--- src/rtl/mips_pkg.sv ---
// Shared encodings for the multicycle MIPS-style controller: state codes,
// opcodes, datapath select codes and small decode helpers.
package mips_pkg;

    typedef enum logic [3:0] {
        FETCH  = 4'd0,
        DECODE = 4'd1,
        MEMADR = 4'd2,
        MEMRD  = 4'd3,
        MEMWB  = 4'd4,
        MEMWR  = 4'd5,
        RTEX   = 4'd6,
        ALUWB  = 4'd7,
        ADDIEX = 4'd8,
        BRANCH = 4'd9,
        JUMP   = 4'd10
    } state_t;

    localparam logic [3:0] OP_RTYPE = 4'b0000;
    localparam logic [3:0] OP_ADDI  = 4'b0100;
    localparam logic [3:0] OP_LW    = 4'b1011;
    localparam logic [3:0] OP_SW    = 4'b1111;
    localparam logic [3:0] OP_BEQ   = 4'b1000;
    localparam logic [3:0] OP_J     = 4'b0010;

    localparam logic [1:0] ALUOP_ADD   = 2'b00;
    localparam logic [1:0] ALUOP_SUB   = 2'b01;
    localparam logic [1:0] ALUOP_FUNCT = 2'b10;

    localparam logic [1:0] ALUSRCB_REG    = 2'b00;
    localparam logic [1:0] ALUSRCB_FOUR   = 2'b01;
    localparam logic [1:0] ALUSRCB_IMM    = 2'b10;
    localparam logic [1:0] ALUSRCB_BRANCH = 2'b11;

    localparam logic [1:0] PCSRC_ALU    = 2'b00;
    localparam logic [1:0] PCSRC_TARGET = 2'b01;
    localparam logic [1:0] PCSRC_JUMP   = 2'b10;

    // FETCH doubles as the "unrecognised opcode" result.
    function automatic state_t decode_target(input logic [3:0] opcode);
        state_t target;
        case (opcode)
            OP_RTYPE:     target = RTEX;
            OP_ADDI:      target = ADDIEX;
            OP_LW, OP_SW: target = MEMADR;
            OP_BEQ:       target = BRANCH;
            OP_J:         target = JUMP;
            default:      target = FETCH;
        endcase
        return target;
    endfunction

    function automatic logic is_wait_state(input state_t s);
        return (s == FETCH) || (s == MEMRD) || (s == MEMWR);
    endfunction

endpackage

--- src/rtl/wait_timer.sv ---
// Memory wait counter; expired flags that one more missed cycle reaches TIMEOUT.
module wait_timer #(
    parameter int unsigned TIMEOUT = 15
) (
    input  logic clk,
    input  logic reset_n,
    input  logic clr,
    input  logic inc,
    output logic expired
);

    localparam int unsigned CW = (TIMEOUT > 1) ? $clog2(TIMEOUT + 1) : 1;

    logic [CW-1:0] count;

    always_ff @(posedge clk or negedge reset_n) begin
        if (!reset_n) begin
            count <= '0;
        end else if (clr) begin
            count <= '0;
        end else if (inc) begin
            count <= count + CW'(1);
        end
    end

    assign expired = (count == CW'(TIMEOUT - 1));

endmodule

--- src/rtl/multicycle_ctrl.sv ---
// Multicycle processor control FSM with memory-wait timeout and illegal-opcode detect.
module multicycle_ctrl
    import mips_pkg::*;
#(
    parameter int unsigned TIMEOUT = 15
) (
    input  logic       clk,
    input  logic       reset_n,
    input  logic [3:0] op,
    input  logic       zero,
    input  logic       mem_ready,
    output logic       memread,
    output logic       memwrite,
    output logic       iord,
    output logic       irwrite,
    output logic       pcwrite,
    output logic       regwrite,
    output logic       regdst,
    output logic       memtoreg,
    output logic       alusrca,
    output logic [1:0] alusrcb,
    output logic [1:0] aluop,
    output logic [1:0] pcsrc,
    output logic       illegal,
    output logic       bus_err,
    output logic [3:0] state
);

    state_t state_q;
    state_t next_state;
    logic   regdst_q;
    logic   ready;
    logic   wait_clr;
    logic   wait_inc;
    logic   wait_expired;

    // Outputs decode straight from state_q, so reset must also mask mem_ready.
    assign ready = mem_ready & reset_n;
    assign state = state_q;

    wait_timer #(
        .TIMEOUT(TIMEOUT)
    ) u_wait_timer (
        .clk    (clk),
        .reset_n(reset_n),
        .clr    (wait_clr),
        .inc    (wait_inc),
        .expired(wait_expired)
    );

    always_ff @(posedge clk or negedge reset_n) begin
        if (!reset_n) begin
            state_q  <= FETCH;
            regdst_q <= 1'b0;
        end else begin
            state_q <= next_state;
            if (state_q == RTEX) begin
                regdst_q <= 1'b1;
            end else if (state_q == ADDIEX) begin
                regdst_q <= 1'b0;
            end
        end
    end

    always_comb begin
        memread    = 1'b0;
        memwrite   = 1'b0;
        iord       = 1'b0;
        irwrite    = 1'b0;
        pcwrite    = 1'b0;
        regwrite   = 1'b0;
        regdst     = 1'b0;
        memtoreg   = 1'b0;
        alusrca    = 1'b0;
        alusrcb    = ALUSRCB_REG;
        aluop      = ALUOP_ADD;
        pcsrc      = PCSRC_ALU;
        illegal    = 1'b0;
        bus_err    = 1'b0;
        wait_inc   = 1'b0;
        next_state = state_q;

        case (state_q)
            FETCH: begin
                memread  = 1'b1;
                alusrcb  = ALUSRCB_FOUR;
                irwrite  = ready;
                pcwrite  = ready;
                wait_inc = ~ready;
                if (ready) begin
                    next_state = DECODE;
                end else if (wait_expired) begin
                    bus_err    = 1'b1;
                    next_state = FETCH;
                end
            end
            DECODE: begin
                alusrcb    = ALUSRCB_BRANCH;
                next_state = decode_target(op);
                illegal    = (next_state == FETCH);
            end
            MEMADR: begin
                alusrca    = 1'b1;
                alusrcb    = ALUSRCB_IMM;
                next_state = (op == OP_LW) ? MEMRD : MEMWR;
            end
            MEMRD: begin
                memread  = 1'b1;
                iord     = 1'b1;
                wait_inc = ~ready;
                if (ready) begin
                    next_state = MEMWB;
                end else if (wait_expired) begin
                    bus_err    = 1'b1;
                    next_state = FETCH;
                end
            end
            MEMWB: begin
                regwrite   = 1'b1;
                memtoreg   = 1'b1;
                next_state = FETCH;
            end
            MEMWR: begin
                memwrite = 1'b1;
                iord     = 1'b1;
                wait_inc = ~ready;
                if (ready || wait_expired) begin
                    bus_err    = ~ready;
                    next_state = FETCH;
                end
            end
            RTEX: begin
                alusrca    = 1'b1;
                alusrcb    = ALUSRCB_REG;
                aluop      = ALUOP_FUNCT;
                next_state = ALUWB;
            end
            ADDIEX: begin
                alusrca    = 1'b1;
                alusrcb    = ALUSRCB_IMM;
                next_state = ALUWB;
            end
            ALUWB: begin
                regwrite   = 1'b1;
                regdst     = regdst_q;
                next_state = FETCH;
            end
            BRANCH: begin
                alusrca    = 1'b1;
                aluop      = ALUOP_SUB;
                pcsrc      = PCSRC_TARGET;
                pcwrite    = zero;
                next_state = FETCH;
            end
            JUMP: begin
                pcsrc      = PCSRC_JUMP;
                pcwrite    = 1'b1;
                next_state = FETCH;
            end
            default: begin
                next_state = FETCH;
            end
        endcase

        // A timeout re-enters FETCH from FETCH, which still counts as a fresh entry.
        wait_clr = is_wait_state(next_state) && ((next_state != state_q) || bus_err);
    end

endmodule
--- config.mk ---
export PLATFORM = sky130hd
export DESIGN_NAME = multicycle_ctrl
export DESIGN_NICKNAME = d
export VERILOG_FILES = /design/src/rtl/mips_pkg.sv /design/src/rtl/wait_timer.sv /design/src/rtl/multicycle_ctrl.sv
export SDC_FILE = /design/constraint.sdc
export NUM_CORES = 1
export LEC_CHECK = 0
export ABC_AREA = 0
export CAP_MARGIN = 20
export CORE_AREA = 2 2 49 51
export DETAILED_ROUTE_END_ITERATION = 8
export DIE_AREA = 0 0 51 53
export HOLD_SLACK_MARGIN = 0.05
export PLACE_DENSITY = 0.9
export SYNTH_ARGS = -nofsm -noshare
export SYNTH_HDL_FRONTEND = slang
export SYNTH_SLANG_ARGS = --single-unit
--- constraint.sdc ---
create_clock -name clk -period 4.7 [get_ports clk]
set_input_delay 0.705 -clock clk [delete_from_list [all_inputs] [get_ports clk]]
set_output_delay 0.705 -clock clk [all_outputs]
set_load 0.03 [all_outputs]
==> results.md, run 1 <==
* Run status: finished clean
* Register share of total power at 24.3%
* DRT Pass-1 Iters at 4
* Worst Path Arrival at 2.86 ns
* Post-synthesis register bit count at 9
* Logic pwr share at 67.5%
* CTS tree: yes
* Post-CTS Resized at 0
* Post-CTS Setup Inserts at 0
* Cell Area, Synth at 1060 µm²
* Synth area leaders: dfrtp_1 (21%), buf_6 (5.3%), nor2_1 (4.6%)
* Share of cells above drive strength 1 at 15.1%
* Share of the synthesized area in the top cell type at 21.2%
* Initial antenna violation count at 0
* RePlAce Congestion at 0.887
* Actual slew at the worst max-slew pin at 0.806 ns
* Max-slew violations at 0
* CP endpoint kind: output pin
* Final Hold Violating Endpoints at 0
* CP peak stage delay at 0.69 ns
* Dpl hpwl at 2020 µm
* Worst slack, placed at 1.12 ns
* CTS Hold Bufs at 0
* Register area share after synthesis at 21.2%
* Final setup violating endpoints at 0
* Startpoint Class: input pin
* CP delay by family, top: buffers and inverters
* Clock power share at 8.2%
* Max Clock Skew at 0.000870 ns
* Setup Crit Path Kind: in2out
* Post-Syn Nets at 131
* Routed Antenna Nets at 0
* RSZ-0062 raised after global routing: no
* Critical path fanouts, max at 14
* GR Util All Layers at 21.8%
* Layout fillers at 171
* First-pass GRT wire length at 4440 µm
* Synth Flop Type: dfrtp_1
* Storage cell area at 225 µm²
* Final Critical Period at 3.57 ns
* Static Leak at 0.489 nW
* Synth unique cells at 56
* GRT overflow at 0
* Top cells by count, synth: nor2_1 (13), dfrtp_1 (9), nand2_1 (6), nand3_1 (6), nor3_1 (6)
* DR WL/cell at 15.6 µm
* Number of placed I/O pins at 29
* EDFF count, synth at 0
* Met3 Use GR at 1.98%
* Clk Tree Root Cell: clkbuf_4
* Psw at 0.000397 W
* HP Class: reg2reg
* Nets at 157
* Clk sinks at 9
* Final cycle utilization of the critical path at 75.9%
* Most common cell in the synthesized netlist: nor2_1
* FMAX at 280 MHz
* Min Hold Slack at 0.538 ns
* Most used cell, CP: clkdlybuf4s50_1
* Setup TNS after final layout at 0 ns
* Mapped Cells at 121
* Antenna diode count at 0
* Die width at 51 µm
* Synthesis Warnings at 0
* Power Density at 578 nW/µm²
* Largest net degree at the start of global routing at 24
* Post-synth ARST share at 100%
* Final worst setup slack at 1.13 ns
* Worst EP required at 3.99 ns
* Area occupied by multi-input gates at 751 µm²
* Grt met2 use at 39.2%
* Slowest cell on crit path: clkdlybuf4s50_1
* Die extent in y at 53 µm
* Worst vdd ir at 250 µV
* DR vias at 1056
* Synth area leader: dfrtp_1
* GRT Max-Usage Layer: met2
* Internal Dissipation at 0.000375 W
* Port bufs at 28
* Die ar. at 2700 µm²
* Met1 usage at 26.2%
* CTS buffer count at 3
* Skew-Pair Late Insertion Delay at 0.27 ns
* Core Area at 2150 µm²
* Critical-path cell list: clkdlybuf4s50_1 > a21oi_1 > o211a_4 > nor2b_1 > clkdlybuf4s50_1
* Worst-path clk slew at 0.06 ns
* Number of core rows at 17
* Starting density of the core at 49.4%
* Vias in the first global route at 986
* DRC at 0
* Maxcap violations at 0
* Max Root-Sink Buffers at 2
* CP Buf/Inv Count at 2
* Switching share of power at 51.4%
* Final wirelength at 2710 µm
* Syn avg cell area at 8.77 µm²
* Area delta synth->final at 25.9%
* Drt initial violations at 48
* CTS HTree Levels at 1
* Via density at 6.07
* Relative slew slack at 46.3%
metal layers:
metal  share of wire [%]  up-vias
met3                 4.4        7
met2                  52       43
met5                   0        -
li1                    -      508
met4                 2.2        0
met1                  42      498
cells in the final DEF, fill, tap and decap left out, types with 2 or more instances in the layout:
cell	count
o211ai_1	2
nand4b_1	3
o32ai_1	4
o21ai_0	5
a21oi_1	2
nand2_1	6
dfrtp_1	9
nand2b_1	5
a31oi_1	2
ha_1	2
nor4b_2	2
inv_1	4
nor2_1	13
clkbuf_4	3
nand3b_1	3
clkdlybuf4s50_1	28
nor2b_1	2
nor3_1	6
nand3_1	6
xnor2_1	2
power groups by stage:
| stage | registers, W | logic, W | clock network, W |
|---|---|---|---|
| after global routing | 0.000197 | 0.000556 | 0.0000673 |
| final | 0.000188 | 0.000521 | 0.0000631 |
| after floorplan | 0.000155 | 0.000409 | 0 |
| after CTS | 0.000185 | 0.000517 | 0.0000618 |
| after detailed placement | 0.000186 | 0.000512 | 0 |
| after global placement | 0.000182 | 0.000497 | 0 |
final cells by class:
cell class,instances,share of cell area (%)
sequential,9,16.9
clock buffer,4,1.97
multi-input combinational,100,56.2
inverter,5,1.40
tap,28,2.62
timing repair buffer,28,21.0
worst paths after layout:
kind,from,to,slack [ns],cells after the start
worst min register to register,regdst_q,regdst_q,0.54,2
worst min-delay path,regdst_q,regdst_q,0.54,2
worst max-delay path,reset_n,bus_err,1.13,5
worst max register to register,state[1],u_wait_timer.count[3],2.35,5
min in group asynchronous,reset_n,regdst_q,0.78,1
max in group asynchronous,reset_n,state[1],3.56,1
cells by family after synthesis:
family,share of synthesized area (%)
AO/OA/AOI/OAI,23.3
flip-flops,21.2
buffers and inverters,8.02
XOR/XNOR,5.54
AND/OR/NAND/NOR,37.6
adder cells (fa/ha/maj),3.30
multiplexers,0.943
metrics by stage:
stage	util [%]	cells	area, µm²	total power, W
floorplan	-	121	1060	0.000564
global placement	61.0	170	1310	0.000679
detailed placement	61.0	170	1310	0.000697
CTS	62.2	174	1340	0.000764
global route	62.2	174	1340	0.000820
finish	62.2	174	1340	0.000772
worst reg2reg max path: cells and delay by family (launching register included):
family / cells / cell delay, ns
AOI/OAI and AO/OA: 3 / 1.00
DFF: 1 / 0.87
and+or+nand+nor: 2 / 0.37
sequential cells by signal, indices dropped and copies added (netlist names):
signal / flops
state: 4
regdst_q: 1
u_wait_timer.count: 4
(Power assumes the default switching activity.)
==> run 2, diff against run 1 <==
--- a/config.mk
+++ b/config.mk
@@ -7,11 +7,11 @@
 export LEC_CHECK = 0
 export ABC_AREA = 0
 export CAP_MARGIN = 20
-export CORE_AREA = 2 2 49 51
+export CORE_AREA = 2 2 53 55
 export DETAILED_ROUTE_END_ITERATION = 8
-export DIE_AREA = 0 0 51 53
+export DIE_AREA = 0 0 55 57
 export HOLD_SLACK_MARGIN = 0.05
-export PLACE_DENSITY = 0.9
+export PLACE_DENSITY = 0.82
 export SYNTH_ARGS = -nofsm -noshare
 export SYNTH_HDL_FRONTEND = slang
 export SYNTH_SLANG_ARGS = --single-unit
==> constraint.sdc (replaced) <==
create_clock -name clk -period 3.2 [get_ports clk]
set_input_delay 0.48 -clock clk [delete_from_list [all_inputs] [get_ports clk]]
set_output_delay 0.48 -clock clk [all_outputs]
set_load 0.03 [all_outputs]
==> results.md, run 2 (synthesis gave the netlist of run 1 again) <==
* Drt initial violations at 20
* Dpl hpwl at 2120 µm
* Core Area at 2620 µm²
* Die width at 55 µm
* Commonest cells after routing, fill and taps aside: clkdlybuf4s50_1 (28), nor2_1 (13), dfrtp_1 (9)
* Actual slew at the worst max-slew pin at 0.581 ns
* Commonest non-fill, non-tap cell in the layout: clkdlybuf4s50_1
* CTS HTree Levels at 1
* RePlAce Congestion at 0.901
* Final setup violating endpoints at 0
* Starting density of the core at 40.6%
* GR Util All Layers at 19.0%
* Worst vdd ir at 481 µV
* DRT Pass-1 Iters at 4
* GRT Max-Usage Layer: met2
* Die extent in y at 57 µm
* Clk Tree Root Cell: clkbuf_4
* Setup Crit Path Kind: reg2out
* RSZ-0062 raised after global routing: no
* Run status: finished clean
* Slowest cell on crit path: clkdlybuf4s50_1
* HP Class: reg2reg
* DP Cell Count at 178
* Met3 Use GR at 3.93%
* Final Critical Period at 2.90 ns
* Max Root-Sink Buffers at 2
* Max Clock Skew at 0.00821 ns
* GRT overflow at 0
* Relative slew slack at 61.2%
* Max-slew violations at 0
* Area delta synth->final at 29.8%
* Static Leak at 0.515 nW
* DR WL/cell at 14.7 µm
* Final cycle utilization of the critical path at 90.7%
* Final Util at 52.7%
* Routed Antenna Nets at 0
* Final instance area at 1380 µm²
* Number of placed I/O pins at 29
* FMAX at 344 MHz
* Die ar. at 3140 µm²
* CP peak stage delay at 0.66 ns
* Post-CTS Resized at 0
* Antenna diode count at 0
* Nets at 162
* Largest net degree at the start of global routing at 22
* Via density at 5.85
* Number of core rows at 19
* CTS tree: yes
* Critical path fanouts, max at 12
* CTS Hold Bufs at 0
* Port bufs at 28
* CTS buffer count at 3
* Vias in the first global route at 972
* Startpoint Class: register
* CP endpoint kind: output pin
* Worst Path Arrival at 2.42 ns
* Final wirelength at 2680 µm
* Critical-path cell list: buf_4 > nor2_1 > nand2_1 > nor3_1 > a211o_1 > clkdlybuf4s50_1
* Share of cells above drive strength 1 at 17.9%
* Clk sinks at 9
* Placed inst area at 1350 µm²
* First-pass GRT wire length at 4480 µm
* DR vias at 1065
* Met1 usage at 25.8%
* Worst slack, placed at 0.384 ns
* Post-CTS Setup Inserts at 0
* Setup TNS after final layout at 0 ns
* Final Hold Violating Endpoints at 0
* Worst-path clk slew at 0.06 ns
* Skew-Pair Late Insertion Delay at 0.26 ns
* Post-route insts no fill at 182
* Initial antenna violation count at 0
* Power Density at 825 nW/µm²
* Maxcap violations at 0
* Grt met2 use at 29.6%
* Worst EP required at 2.72 ns
* Final worst setup slack at 0.296 ns
* DRC at 0
-- run 2: cell types whose count changed in the layout (fill, tap and decap cells not counted), sizes merged --
cell  before  now
buf        0    5
-- run 2: worst paths after layout --
check	from	to	slack, ns	cells past startpoint
max	state[2]	pcwrite	0.30	6
min	regdst_q	regdst_q	0.56	2
max reg2reg	u_wait_timer.count[0]	u_wait_timer.count[3]	1.08	7
min reg2reg	regdst_q	regdst_q	0.56	2
max in group asynchronous	reset_n	u_wait_timer.count[1]	2.39	2
min in group asynchronous	reset_n	state[3]	0.65	2
-- run 2: metal layers --
layer  vias up  part of all wire (%)  routed length, µm
li1        521                     -                  -
met1       510                    46               1230
met2        26                    49               1310
met3         8                   3.3                 88
met4         0                   2.0                 53
met5         -                     0                  0
-- run 2: critical path, delay by kind of cell, from the launching register on --
| kind | cells | cell delay (ns) |
|---|---|---|
| buf+inv | 2 | 0.91 |
| flops | 1 | 0.55 |
| simple gates | 3 | 0.54 |
| compound gates | 1 | 0.15 |
-- run 2: area by class of cell --
cell class | instances | area, µm²
flip-flops and latches | 9 | 225
repair buffers | 33 | 318
well taps | 31 | 38.8
multi-input cells | 100 | 751
clock buffers | 4 | 26.3
fillers | 269 | 1240
inverters | 5 | 18.8
-- run 2: through the flow --
stage	hold WS, ns	total power [W]
after CTS	0.550	0.00114
after global routing	0.618	0.00123
final	0.560	0.00114
after detailed placement	0.535	0.00105
after global placement	0.509	0.00103
after floorplan	0.184	0.000828
-- run 2: power breakdown --
| group | switching (W) | internal [W] | leakage [nW] |
|---|---|---|---|
| sequential | 0.0000741 | 0.000155 | 0.118 |
| combinational | 0.000457 | 0.000365 | 0.383 |
| clock | 0.0000377 | 0.0000479 | 0.0150 |
